### src/rtl/bus_pkg.sv
// Shared types and defaults for the snooping-bus arbiter and its round-robin picker.
package bus_pkg;

  localparam int unsigned N_MASTERS_DEF      = 4;
  localparam int unsigned TIMEOUT_CYCLES_DEF = 64;

  typedef enum logic [2:0] {
    BUSRD     = 3'b000,
    BUSRDX    = 3'b001,
    BUSUPGR   = 3'b010,
    WRITEBACK = 3'b011
  } bus_op_t;

  typedef enum logic [1:0] {
    IDLE,
    GRANTED,
    RELEASE
  } arb_state_t;

endpackage

### src/rtl/snoop_bus_arbiter_rr_picker.sv
// Combinational winner selection: a pending lock wins, otherwise the first
// requester found scanning upward from ptr with wraparound.
module rr_picker #(
  parameter int unsigned N  = 4,
  parameter int unsigned IW = 2
) (
  input  logic [N-1:0]  req,
  input  logic [IW-1:0] ptr,
  input  logic          lock_valid,
  input  logic [IW-1:0] lock_id,
  output logic [IW-1:0] winner,
  output logic          any,
  output logic          used_lock
);

  logic [IW-1:0] idx;
  logic          found;

  always_comb begin
    any       = |req;
    used_lock = lock_valid && req[lock_id];
    winner    = ptr;
    found     = 1'b0;
    idx       = '0;
    for (int unsigned i = 0; i < N; i++) begin
      idx = IW'((32'(ptr) + i) % N);
      if (!found && req[idx]) begin
        winner = idx;
        found  = 1'b1;
      end
    end
    if (used_lock) begin
      winner = lock_id;
    end
  end

endmodule

### src/rtl/snoop_bus_arbiter.sv
// Round-robin snooping-bus arbiter with writeback-then-refill lock.
// Optional grant watchdog enabled by defining SNOOP_ARB_TIMEOUT_EN.
module snoop_bus_arbiter
  import bus_pkg::*;
#(
  parameter int unsigned N_MASTERS      = N_MASTERS_DEF,
  parameter int unsigned TIMEOUT_CYCLES = TIMEOUT_CYCLES_DEF
) (
  input  logic                         clk,
  input  logic                         reset,
  input  logic [N_MASTERS-1:0]         BusReq,
  input  logic                         BusValid,
  input  logic [2:0]                   BusOp,
  output logic [N_MASTERS-1:0]         BusGrant,
  output logic                         BusBusy,
  output logic [$clog2(N_MASTERS)-1:0] Owner,
  output logic                         ArbTimeout
);

  localparam int unsigned IW = $clog2(N_MASTERS);

  if (N_MASTERS < 2 || TIMEOUT_CYCLES < 1) begin : g_cfg_check
    $error("snoop_bus_arbiter: needs N_MASTERS >= 2 and TIMEOUT_CYCLES >= 1");
  end

  arb_state_t           state, state_nx;
  logic [IW-1:0]        rr_ptr, owner_id, lock_id, winner, owner_nx, next_id;
  logic                 lock_valid, used_lock_q, any_req, used_lock;
  logic                 pick, release_now, ack, writeback, timeout_hit;
  logic [N_MASTERS-1:0] grant_nx;

  // Only a clean 1 acknowledges; X/Z on BusValid is treated as no response.
  assign ack       = (BusValid === 1'b1);
  assign writeback = ack && (bus_op_t'(BusOp) == WRITEBACK);
  assign next_id   = (owner_id == IW'(N_MASTERS - 1)) ? '0 : owner_id + 1'b1;

  rr_picker #(
    .N  (N_MASTERS),
    .IW (IW)
  ) u_picker (
    .req        (BusReq),
    .ptr        (rr_ptr),
    .lock_valid (lock_valid),
    .lock_id    (lock_id),
    .winner     (winner),
    .any        (any_req),
    .used_lock  (used_lock)
  );

  always_comb begin
    state_nx    = state;
    pick        = 1'b0;
    release_now = 1'b0;
    case (state)
      IDLE: begin
        if (any_req) begin
          state_nx = GRANTED;
          pick     = 1'b1;
        end
      end
      GRANTED: begin
        if (ack || !BusReq[owner_id] || timeout_hit) begin
          state_nx    = RELEASE;
          release_now = 1'b1;
        end
      end
      RELEASE: begin
        if (any_req) begin
          state_nx = GRANTED;
          pick     = 1'b1;
        end else begin
          state_nx = IDLE;
        end
      end
      default: state_nx = IDLE;
    endcase
    owner_nx = pick ? winner : owner_id;
    grant_nx = '0;
    if (state_nx == GRANTED) begin
      grant_nx[owner_nx] = 1'b1;
    end
  end

  always_ff @(posedge clk) begin
    if (!reset) begin
      state       <= IDLE;
      BusGrant    <= '0;
      BusBusy     <= 1'b0;
      Owner       <= '0;
      rr_ptr      <= '0;
      owner_id    <= '0;
      lock_valid  <= 1'b0;
      lock_id     <= '0;
      used_lock_q <= 1'b0;
    end else begin
      state    <= state_nx;
      BusGrant <= grant_nx;
      BusBusy  <= (state_nx == GRANTED);
      Owner    <= (state_nx == GRANTED) ? owner_nx : '0;
      if (pick) begin
        owner_id    <= winner;
        used_lock_q <= used_lock;
        lock_valid  <= 1'b0;
      end
      if (release_now) begin
        // A lock-granted refill leaves the rotation where the writeback left it.
        if (!used_lock_q || timeout_hit) begin
          rr_ptr <= next_id;
        end
        if (writeback) begin
          lock_valid <= 1'b1;
          lock_id    <= owner_id;
        end
      end
    end
  end

`ifdef SNOOP_ARB_TIMEOUT_EN
  localparam int unsigned WW = $clog2(TIMEOUT_CYCLES + 1);

  logic [WW-1:0] wdog;

  assign timeout_hit = (state == GRANTED) && !ack && (wdog == WW'(TIMEOUT_CYCLES - 1));

  always_ff @(posedge clk) begin
    if (!reset) begin
      wdog       <= '0;
      ArbTimeout <= 1'b0;
    end else begin
      ArbTimeout <= timeout_hit;
      wdog       <= (state == GRANTED && state_nx == GRANTED) ? wdog + 1'b1 : '0;
    end
  end
`else
  assign timeout_hit = 1'b0;
  assign ArbTimeout  = 1'b0;
`endif

endmodule

### config.mk
export PLATFORM = sky130hd
export DESIGN_NAME = snoop_bus_arbiter
export DESIGN_NICKNAME = d
export VERILOG_FILES = /design/src/rtl/bus_pkg.sv /design/src/rtl/snoop_bus_arbiter_rr_picker.sv /design/src/rtl/snoop_bus_arbiter.sv
export SDC_FILE = /design/constraint.sdc
export NUM_CORES = 1
export LEC_CHECK = 0
export BUFFER_PORTS_ARGS = -buffer_cell sky130_fd_sc_hd__buf_2
export CORE_MARGIN = 3
export CORE_UTILIZATION = 55
export DETAILED_ROUTE_END_ITERATION = 8
export GPL_ROUTABILITY_DRIVEN = 0
export PLACE_DENSITY = 0.91
export REMOVE_ABC_BUFFERS = 1
export SKIP_CTS_REPAIR_TIMING = 1
export SLEW_MARGIN = 20
export SYNTH_ARGS = -nofsm -noshare
export SYNTH_HDL_FRONTEND = slang
export SYNTH_HIERARCHICAL = 1
export SYNTH_SLANG_ARGS = --single-unit
### constraint.sdc
create_clock -name clk -period 3.4 [get_ports clk]
set_input_delay 0.34 -clock clk [delete_from_list [all_inputs] [get_ports clk]]
set_output_delay 0.34 -clock clk [all_outputs]
set_load 0.05 [all_outputs]
==> results.cfg <==
[global_routing]
grt_pass1_wl_mm = 2.898
grt_max_degree = 11
antenna_found_initial = 0
grt_usage_pct = 19.64
grt_remaining_overflow = 0
grt_pass1_vias = 667

[run]
maxCapViolCount = 0

[synth]
ys_warn_count = 6
syn_area_um2 = 854.6
synth_seq_cells = 17
yosys.cell_types.count = 33
syn_inst = 87
synth_area_per_cell_um2 = 9.823
seq_area_frac_synth_pct = 39.82

[placed_design]
dpl.cell_count = 117
hpwl_mm = 1.315
io_buffer_count = 16

[detailed_routing]
firstDrtPassIters = 4
drtIter0Drc = 19
routed_wl_mm = 1.712
post_drt_wl_per_cell_um = 14.15
via_per_inst = 5.678
drc = 0
ant_nets = 0
via_count = 687

[clock_network]
cts.path.max_buffers = 2
cts.clk_slew.worst_paths_ns = 0.10
clkLatencyLatePin_ns = 0.29
htreeDepth = 1
numCtsBuffers = 3
root_buffer = clkbuf_4
clock_sinks = 17
cts_tree = yes

[pwr]
leakagePower_nw = 0.4197
vdd_drop_max_mv = 0.2141
power_density_nw_per_um2 = 452.5

[worst_setup_path]
end_kind = flop
path_max_fanout = 4
worstSetupPathType = flop to flop
cp.arrival_ns = 1.97
critPathLaunchType = flop
cp.required_ns = 3.59

[finish]
drive_gt1_share_pct = 31.13
fin_cells = 121
area_delta_synth_final_pct = 13.91
insertedDiodeCount = 0
final_cell_mix = dfxtp_1, buf_2, nor2_1
fin_nets = 118
final_common_cell = dfxtp_1

[floorplan]
row_count = 13
coreArea_um2 = 1383
fp.dieW_um = 45.42
die_h_um = 45.42
die_area_um2 = 2063
start_util_pct = 61.81
pin_count = 18

[timing]
setup_tns_ns = 0
drv_slew = 0
rsz0062_at_grt = false
setup_viol = 0
finalCritPeriodShare_pct = 52.45
fmax_mhz = 560.7
finClkSkew_ns = 0.0007684
hold_viol_final = 0
finalCriticalPeriod_ns = 1.783

[status]
status = complete, no violations

[min_path]
hold_path_class = input pin to flop
[state kept, by name (all words and copies together), names as in the netlist]
register,flops
BusGrant,4
Owner,2
BusBusy,1
lock_valid,1
used_lock_q,1
lock_id,2
state,2
owner_id,2
rr_ptr,2
[metrics by stage]
step	hold WS (ns)	util [%]	power (mW)	instance area, um^2	setup slack (ns)
finish	0.3392	70.41	0.4405	973.4	1.617
global route	0.3675	70.41	0.4589	973.4	1.529
CTS	0.3409	70.41	0.4419	973.4	1.626
detailed placement	0.4732	68.42	0.3340	945.9	1.542
global placement	0.4656	68.42	0.3301	945.9	1.576
floorplan	0.4483	-	0.3061	847.1	1.757
[synthesized netlist by cell type]
| cell type | n | area [um^2] |
|---|---|---|
| a31oi_1 | 1 | 6.260 |
| a21oi_1 | 3 | 15.01 |
| or2_1 | 1 | 6.260 |
| or4_1 | 1 | 7.510 |
| nand2b_1 | 3 | 18.77 |
| or3_1 | 2 | 12.51 |
| buf_4 | 1 | 7.510 |
| a31oi_4 | 1 | 21.27 |
| nor4_2 | 1 | 12.51 |
| nor2b_4 | 1 | 13.76 |
| nor3b_2 | 2 | 25.02 |
| a32oi_1 | 1 | 8.760 |
| nand3_1 | 1 | 5.000 |
| nor3b_1 | 1 | 7.510 |
| mux2i_1 | 9 | 90.09 |
| a31o_4 | 1 | 17.52 |
| nor2b_1 | 3 | 18.77 |
| nand4b_1 | 1 | 8.760 |
| inv_1 | 5 | 18.77 |
| o211ai_1 | 1 | 7.510 |
| conb_1 | 1 | 3.750 |
| mux2_2 | 1 | 11.26 |
| nor3_1 | 1 | 5.000 |
| o21ai_0 | 1 | 5.000 |
| dfxtp_1 | 17 | 340.3 |
| o22ai_2 | 1 | 12.51 |
| clkinv_1 | 1 | 3.750 |
| nand2_1 | 7 | 26.28 |
| a21o_1 | 1 | 7.510 |
| nor3_2 | 3 | 30.03 |
| mux2_4 | 2 | 30.03 |
| ha_1 | 1 | 12.51 |
| nor2_1 | 10 | 37.54 |
[cell families after synthesis]
| logic type | count (synthesis) | synth area share (%) |
|---|---|---|
| flops | 17 | 39.82 |
| other cells | 1 | 0.4388 |
| mux | 12 | 15.37 |
| fa+ha+maj | 1 | 1.464 |
| compound gates | 11 | 11.86 |
| simple gates | 38 | 27.53 |
| buf+inv | 7 | 3.514 |
[worst max-delay path, cell delays in order, from the launching register on]
cell and delay (ns):
dfxtp_1 0.44, mux2_4 0.34, a31o_4 0.25, mux2i_1 0.12, mux2_4 0.29, nand2_1 0.16
nor3b_2 0.07
[path summary, 6_finish.rpt]
check	from	end	depth (start not counted)	slack, ns
worst min-delay path	reset	rr_ptr[1]	3	0.34
worst max-delay path	lock_id[1]	BusGrant[3]	6	1.62
worst max register to register	lock_id[1]	BusGrant[3]	6	1.62
worst min register to register	rr_ptr[0]	rr_ptr[0]	2	0.49
[cell type report]
cell class	count	area, um^2
clock buffers	3	22.52
clock inverters	1	5.005
fillers	101	409.1
inverters	6	22.52
multi-input cells	63	484.2
flip-flops and latches	17	340.3
well taps	15	18.77
repair buffers	16	80.08
[per-layer routing]
layer / up-vias / track usage (%) / wire, um
li1: 340 / - / -
met1: 322 / 25.67 / 721
met2: 22 / 31.20 / 845
met3: 3 / 4.743 / 126
met4: 0 / 7.018 / 19
met5: - / 0 / 0
[power breakdown]
part	internal, mW	switching, mW	total, mW
logic	0.0374	0.0688	0.106
registers	0.213	0.0107	0.223
clock network	0.0438	0.0672	0.111
(Power assumes the default switching activity.)
